`src/rtl/uart_program_loader.sv`:
```
// uart_program_loader
// Boot-time loader: receives an 8N1 UART byte stream on io_rx, assembles
// little-endian 32-bit words and writes them to consecutive word addresses
// of program memory. The image starts with a 4-byte little-endian word
// count N. load_active holds the core off until a complete image is written.
//
// Optional feature macro: LOADER_CHECKSUM_EN
//   When defined, one extra byte follows the N data words. It must equal the
//   XOR of all 4N data bytes; the length bytes are not included. A mismatch
//   goes to ERROR and load_done is not pulsed.
module uart_program_loader #(
  parameter int CLK_FREQ_HZ = 100_000_000,
  parameter int BAUD_RATE   = 115_200,
  parameter int MEM_WORDS   = 1024
) (
  input  logic        clk,
  input  logic        reset_n,
  input  logic        io_rx,
  output logic        prog_we,
  output logic [31:0] prog_addr,
  output logic [31:0] prog_wdata,
  output logic        load_active,
  output logic        load_done,
  output logic        load_error
);

  localparam int CLKS_PER_BIT = CLK_FREQ_HZ / BAUD_RATE;
  localparam int HALF_BIT     = CLKS_PER_BIT / 2;
  localparam int CW           = $clog2(CLKS_PER_BIT + 1);
  localparam logic [CW-1:0] BIT_LAST  = CW'(CLKS_PER_BIT - 1);
  localparam logic [CW-1:0] HALF_LAST = CW'(HALF_BIT - 1);
  localparam logic [31:0]   MEM_LIMIT = 32'(MEM_WORDS);

  // Byte receiver states
  localparam logic [1:0] RX_IDLE  = 2'd0;
  localparam logic [1:0] RX_START = 2'd1;
  localparam logic [1:0] RX_DATA  = 2'd2;
  localparam logic [1:0] RX_STOP  = 2'd3;

  // Loader states. The completion state differs between builds: without a
  // checksum the last write is followed by a one-cycle FINISH so that
  // load_done trails the final prog_we by exactly one cycle.
  localparam logic [2:0] WAIT_LEN  = 3'd0;
  localparam logic [2:0] WAIT_DATA = 3'd1;
  localparam logic [2:0] DONE      = 3'd2;
  localparam logic [2:0] ERROR     = 3'd3;
`ifdef LOADER_CHECKSUM_EN
  localparam logic [2:0] WAIT_CSUM = 3'd5;
`else
  localparam logic [2:0] FINISH    = 3'd4;
`endif

  // Receiver state
  logic          rx_s1_r;
  logic          rx_s2_r;
  logic          rx_prev_r;
  logic [1:0]    rx_state_r;
  logic [CW-1:0] bit_cnt_r;
  logic [2:0]    bit_idx_r;
  logic [7:0]    rx_shift_r;

  // Receiver event pulses
  logic          bit_tick_s;
  logic          start_s;
  logic          byte_valid_s;
  logic          frame_err_s;

  // Loader state
  logic [2:0]    ld_state_r;
  logic [1:0]    byte_cnt_r;
  logic [31:0]   word_r;
  logic [31:0]   len_r;
  logic [31:0]   idx_r;
  logic [31:0]   word_next_s;
  logic [31:0]   idx_next_s;
`ifdef LOADER_CHECKSUM_EN
  logic [7:0]    csum_r;
`endif

  logic          prog_we_r;
  logic [31:0]   prog_addr_r;
  logic [31:0]   prog_wdata_r;
  logic          load_active_r;
  logic          load_done_r;
  logic          load_error_r;

  assign prog_we     = prog_we_r;
  assign prog_addr   = prog_addr_r;
  assign prog_wdata  = prog_wdata_r;
  assign load_active = load_active_r;
  assign load_done   = load_done_r;
  assign load_error  = load_error_r;

  // Two-flop synchronizer plus a delayed copy for falling-edge detection
  always_ff @(posedge clk) begin
    if (!reset_n) begin
      rx_s1_r   <= 1'b1;
      rx_s2_r   <= 1'b1;
      rx_prev_r <= 1'b1;
    end else begin
      rx_s1_r   <= io_rx;
      rx_s2_r   <= rx_s1_r;
      rx_prev_r <= rx_s2_r;
    end
  end

  // Receiver event decode: start edge, good byte, framing error
  always_comb begin
    bit_tick_s   = (bit_cnt_r == BIT_LAST);
    start_s      = 1'b0;
    byte_valid_s = 1'b0;
    frame_err_s  = 1'b0;
    if ((rx_state_r == RX_IDLE) && rx_prev_r && !rx_s2_r) begin
      start_s = 1'b1;
    end else begin
      start_s = 1'b0;
    end
    if ((rx_state_r == RX_STOP) && bit_tick_s) begin
      byte_valid_s = rx_s2_r;
      frame_err_s  = !rx_s2_r;
    end else begin
      byte_valid_s = 1'b0;
      frame_err_s  = 1'b0;
    end
  end

  // Byte receiver FSM: half-bit start check, then centre sampling
  always_ff @(posedge clk) begin
    if (!reset_n) begin
      rx_state_r <= RX_IDLE;
      bit_cnt_r  <= '0;
      bit_idx_r  <= 3'd0;
      rx_shift_r <= 8'h00;
    end else begin
      case (rx_state_r)
        RX_IDLE: begin
          bit_cnt_r <= '0;
          bit_idx_r <= 3'd0;
          if (start_s) begin
            rx_state_r <= RX_START;
          end else begin
            rx_state_r <= RX_IDLE;
          end
        end
        RX_START: begin
          if (bit_cnt_r == HALF_LAST) begin
            bit_cnt_r <= '0;
            if (rx_s2_r) begin
              rx_state_r <= RX_IDLE;   // glitch, not a real start bit
            end else begin
              rx_state_r <= RX_DATA;
            end
          end else begin
            bit_cnt_r <= bit_cnt_r + 1'b1;
          end
        end
        RX_DATA: begin
          if (bit_tick_s) begin
            bit_cnt_r  <= '0;
            rx_shift_r <= {rx_s2_r, rx_shift_r[7:1]};
            if (bit_idx_r == 3'd7) begin
              bit_idx_r  <= 3'd0;
              rx_state_r <= RX_STOP;
            end else begin
              bit_idx_r  <= bit_idx_r + 3'd1;
            end
          end else begin
            bit_cnt_r <= bit_cnt_r + 1'b1;
          end
        end
        RX_STOP: begin
          if (bit_tick_s) begin
            bit_cnt_r  <= '0;
            rx_state_r <= RX_IDLE;
          end else begin
            bit_cnt_r <= bit_cnt_r + 1'b1;
          end
        end
        default: begin
          rx_state_r <= RX_IDLE;
          bit_cnt_r  <= '0;
          bit_idx_r  <= 3'd0;
        end
      endcase
    end
  end

  // Next assembled word (little-endian) and next word index
  always_comb begin
    word_next_s = {rx_shift_r, word_r[31:8]};
    idx_next_s  = idx_r + 32'd1;
  end

  // Loader FSM: length header, data words, completion and error handling
  always_ff @(posedge clk) begin
    if (!reset_n) begin
      ld_state_r    <= WAIT_LEN;
      byte_cnt_r    <= 2'd0;
      word_r        <= 32'h0;
      len_r         <= 32'h0;
      idx_r         <= 32'h0;
`ifdef LOADER_CHECKSUM_EN
      csum_r        <= 8'h00;
`endif
      prog_we_r     <= 1'b0;
      prog_addr_r   <= 32'h0;
      prog_wdata_r  <= 32'h0;
      load_active_r <= 1'b1;
      load_done_r   <= 1'b0;
      load_error_r  <= 1'b0;
    end else begin
      prog_we_r   <= 1'b0;
      load_done_r <= 1'b0;
      case (ld_state_r)
        WAIT_LEN: begin
          if (frame_err_s) begin
            ld_state_r   <= ERROR;
            load_error_r <= 1'b1;
          end else if (byte_valid_s) begin
            word_r     <= word_next_s;
            byte_cnt_r <= byte_cnt_r + 2'd1;
            if (byte_cnt_r == 2'd3) begin
              if (word_next_s == 32'h0) begin
                ld_state_r    <= DONE;
                load_done_r   <= 1'b1;
                load_active_r <= 1'b0;
                load_error_r  <= 1'b0;
              end else if (word_next_s > MEM_LIMIT) begin
                ld_state_r   <= ERROR;
                load_error_r <= 1'b1;
              end else begin
                ld_state_r <= WAIT_DATA;
                len_r      <= word_next_s;
                idx_r      <= 32'h0;
`ifdef LOADER_CHECKSUM_EN
                csum_r     <= 8'h00;
`endif
              end
            end else begin
              ld_state_r <= WAIT_LEN;
            end
          end else begin
            ld_state_r <= WAIT_LEN;
          end
        end
        WAIT_DATA: begin
          if (frame_err_s) begin
            ld_state_r   <= ERROR;
            load_error_r <= 1'b1;
          end else if (byte_valid_s) begin
            word_r     <= word_next_s;
            byte_cnt_r <= byte_cnt_r + 2'd1;
`ifdef LOADER_CHECKSUM_EN
            csum_r     <= csum_r ^ rx_shift_r;
`endif
            if (byte_cnt_r == 2'd3) begin
              prog_we_r    <= 1'b1;
              prog_wdata_r <= word_next_s;
              prog_addr_r  <= {idx_r[29:0], 2'b00};
              idx_r        <= idx_next_s;
              if (idx_next_s == len_r) begin
`ifdef LOADER_CHECKSUM_EN
                ld_state_r <= WAIT_CSUM;
`else
                ld_state_r <= FINISH;
`endif
              end else begin
                ld_state_r <= WAIT_DATA;
              end
            end else begin
              ld_state_r <= WAIT_DATA;
            end
          end else begin
            ld_state_r <= WAIT_DATA;
          end
        end
`ifdef LOADER_CHECKSUM_EN
        WAIT_CSUM: begin
          if (frame_err_s) begin
            ld_state_r   <= ERROR;
            load_error_r <= 1'b1;
          end else if (byte_valid_s) begin
            if (rx_shift_r == csum_r) begin
              ld_state_r    <= DONE;
              load_done_r   <= 1'b1;
              load_active_r <= 1'b0;
              load_error_r  <= 1'b0;
            end else begin
              ld_state_r   <= ERROR;
              load_error_r <= 1'b1;
            end
          end else begin
            ld_state_r <= WAIT_CSUM;
          end
        end
`else
        FINISH: begin
          ld_state_r    <= DONE;
          load_done_r   <= 1'b1;
          load_active_r <= 1'b0;
          load_error_r  <= 1'b0;
        end
`endif
        DONE: begin
          if (start_s) begin
            ld_state_r    <= WAIT_LEN;
            load_active_r <= 1'b1;
            load_error_r  <= 1'b0;
            byte_cnt_r    <= 2'd0;
            idx_r         <= 32'h0;
            word_r        <= 32'h0;
          end else begin
            ld_state_r <= DONE;
          end
        end
        ERROR: begin
          // load_error stays set until a later image completes
          load_active_r <= 1'b1;
          if (start_s) begin
            ld_state_r <= WAIT_LEN;
            byte_cnt_r <= 2'd0;
            idx_r      <= 32'h0;
            word_r     <= 32'h0;
          end else begin
            ld_state_r <= ERROR;
          end
        end
        default: begin
          ld_state_r    <= WAIT_LEN;
          byte_cnt_r    <= 2'd0;
          idx_r         <= 32'h0;
          load_active_r <= 1'b1;
        end
      endcase
    end
  end

endmodule

```
`config.mk`:
```
export PLATFORM = sky130hd
export DESIGN_NAME = uart_program_loader
export DESIGN_NICKNAME = d
export VERILOG_FILES = /design/src/rtl/uart_program_loader.sv
export SDC_FILE = /design/constraint.sdc
export NUM_CORES = 1
export LEC_CHECK = 0
export ABC_AREA = 1
export CAP_MARGIN = 20
export CORE_ASPECT_RATIO = 0.8
export CORE_MARGIN = 4
export CORE_UTILIZATION = 65
export CTS_BUF_LIST = sky130_fd_sc_hd__clkbuf_4 sky130_fd_sc_hd__clkbuf_8
export DETAILED_ROUTE_END_ITERATION = 10
export HOLD_SLACK_MARGIN = 0.15
export MAX_ROUTING_LAYER = met4
export PLACE_DENSITY = 0.86
export SKIP_LAST_GASP = 1
export SLEW_MARGIN = 5
export SYNTH_ARGS = -nofsm -noshare
export SYNTH_HDL_FRONTEND = slang
export SYNTH_SLANG_ARGS = --single-unit
```
`constraint.sdc`:
```
create_clock -name clk -period 4.2 [get_ports clk]
set_input_delay 1.05 -clock clk [delete_from_list [all_inputs] [get_ports clk]]
set_output_delay 1.05 -clock clk [all_outputs]
set_load 0.1 [all_outputs]
```
==> flow_metrics.tcl <==
set metrics [dict create \
    hpwlAfterDp_mm 16.60 \
    numCtsBuffers 17 \
    ys_warn_count 0 \
    rsz0062_at_grt "no" \
    skew_ns 0.01144 \
    seq_power_share_pct 56.3 \
    leakage_nw 3.962 \
    critPathCaptureType "output pin" \
    finalPower_mw 3.144 \
    cp.required_ns 3.15 \
    htree_levels 4 \
    setup-tns-final_ns 0 \
    die_x_um 137.8 \
    synth_cell_types 43 \
    start_util_pct 67.36 \
    cts_hold_buf 0 \
    synth-seq-cells 185 \
    synth.top_cell.area_share_pct 42.27 \
    post-route-min-period_ns 3.041 \
    io_pins 71 \
    die_area_um2 15410 \
    cts-root-buf "clkbuf_8" \
    grt_pass1_vias 7796 \
    yosysSeqAreaShare_pct 42.27 \
    status "finished clean" \
    syn_inst 1257 \
    wl_mm 23.14 \
    clk_latency_ns 0.47 \
    drc 0 \
    design.core.area_um2 13010 \
    synthTopCellsByArea "dfxtp_1 42%, nand2_1 12%, nor2_1 7.7%" \
    critPathMaxFanout 2 \
    clock_power_share_pct 40.9 \
    clk_pin_slew_ns 0.09 \
    diodes 0 \
    viasPerCell 5.668 \
    p_per_area_nw_per_um2 316.0 \
    finalCritPeriodShare_pct 72.39 \
    ant_nets 0 \
    intPower_mw 2.405 \
    switching_share_pct 23.51 \
    switchingPower_mw 0.7394 \
    finalHoldViolations 0 \
    ir_drop_uv 328.7 \
    area.growth.synth_to_final_pct 13.58 \
    worst-path-buf-inv 1 \
    drt_iter0_drc 805 \
    post-place-ws_ns 1.356 \
    start_kind "flop" \
    first_pass_iters 5 \
    gp_congestion 1.018 \
    cts_tree "built" \
    synthFlopType "dfxtp_1" \
    antenna_found_initial 0 \
    syn-mean-instance-area_um2 6.971 \
    fin_nets 1308 \
    async_reset_ff_share_pct 0 \
    final_common_cell "nand2_1" \
    routedWlPerCell_um 15.56 \
    clock_path_buffers 2 \
    fin_hold_ws_ns 0.4399 \
    postCtsResizedCells 0 \
    cts.sinks 185 \
    max_slew_margin_pct 33.23 \
    grt_overflow 0 \
    worst_slew_pin_slew_ns 0.9984 \
    layout-drive-gt1-share_pct 5.488 \
    grt_pass1_wl_mm 37.92 \
    finalWorstSetupSlack_ns 1.159 \
    fin_util_pct 76.50 \
    grt_util_all_layers_pct 31.79 \
    max_cap_violations 0 \
    cts_setup_buffers 0 \
    hp-class "flop to flop" \
    num_vias 8428 \
    grt_max_degree 80 \
    row_count 37 \
    crit_family "buffers and inverters" \
    io_buffers 68 \
    final_cell_mix "286 x nand2_1, 185 x dfxtp_1, 179 x nor2_1" \
    yosys.area.top_type "dfxtp_1" \
    combPwrFrac_pct 2.8 \
    finalMaxSlewViolations 0 \
    synth_edf_count 0 \
    cpPeakStageDelay_ns 1.15 \
    die_y_um 111.8 \
    fmax_ghz 0.3289 \
    arrival_ns 1.99 \
    path_cells "clkdlybuf4s50_1" \
    setup_viol 0 \
    slowest_stage "clkdlybuf4s50_1" \
    netlist_area_um2 8762 \
    crit_type "flop to output pin" \
]
## power by group through the flow
| stage | clock (mW) | sequential [mW] | combinational [mW] |
|---|---|---|---|
| after global routing | 1.38 | 1.77 | 0.0994 |
| after floorplan | 0 | 1.81 | 0.0699 |
| after global placement | 0 | 1.81 | 0.0847 |
| final | 1.29 | 1.77 | 0.0892 |
| after detailed placement | 0 | 1.81 | 0.0869 |
| after CTS | 1.29 | 1.77 | 0.0881 |
## metal layers
layer	part of all wire (%)	GRT usage [%]
met1	46	44.20
met2	43	46.07
met3	8.8	7.543
met4	2.0	9.546
met5	0	-
## state kept, by name, indices dropped and copies added, names as in the netlist, 8 cells and up, named ones only
register    cells
idx_r          32
len_r          32
prog_wdata     32
prog_addr      30
word_r         24
bit_cnt_r      10
rx_shift_r      8
## layout make-up
| class | count | area, um^2 |
|---|---|---|
| clock inverter | 10 | 131.4 |
| inverter | 154 | 579.3 |
| sequential | 185 | 3704 |
| timing repair buffer | 75 | 753.2 |
| fill | 1024 | 3057 |
| tap | 175 | 219.0 |
| multi-input combinational | 866 | 4263 |
| clock buffer | 22 | 302.8 |
## cell usage after synthesis (all sizes together) (12+ instances only)
cell and number:
nand3 101, o21ai 30, a21oi 88, inv 154, a211oi 77, nand2 295, clkbuf 28, nand4 18
nor3 12, dfxtp 185, nor2 190, buf 25
## logic make-up after synthesis
kind of cell,Yosys count,synth area share [%]
AOI/OAI and AO/OA,212,14.72
adders and majority gates,6,0.8568
other,1,0.04280
xor gates and xnor gates,9,1.214
DFF,185,42.27
buffers and inverters,207,9.239
and+or+nand+nor,637,31.66
## per-stage QoR
step,instance area (um^2),std cells
floorplan,8766,1258
global placement,9498,1454
detailed placement,9498,1454
CTS,9932,1486
global route,9952,1487
finish,9952,1487
## worst reg2reg max path: cells and delay by family, from the launching register on
| kind | cells | cell delay, ns |
|---|---|---|
| flip-flops | 1 | 0.40 |
| buffers and inverters | 3 | 0.59 |
| AND/OR/NAND/NOR | 6 | 1.43 |
| adder cells (fa/ha/maj) | 1 | 0.23 |
## final timing paths
| path | slack [ns] | to | cells past startpoint | startpoint |
|---|---|---|---|---|
| worst min-delay path | 0.44 | rx_s2_r | 1 | rx_s1_r |
| worst max-delay path | 1.16 | load_active | 1 | load_active |
| worst min register to register | 0.44 | rx_s2_r | 1 | rx_s1_r |
| worst max register to register | 1.45 | len_r[23] | 10 | bit_cnt_r[0] |
Note: power is estimated with default switching activity, not from simulation.
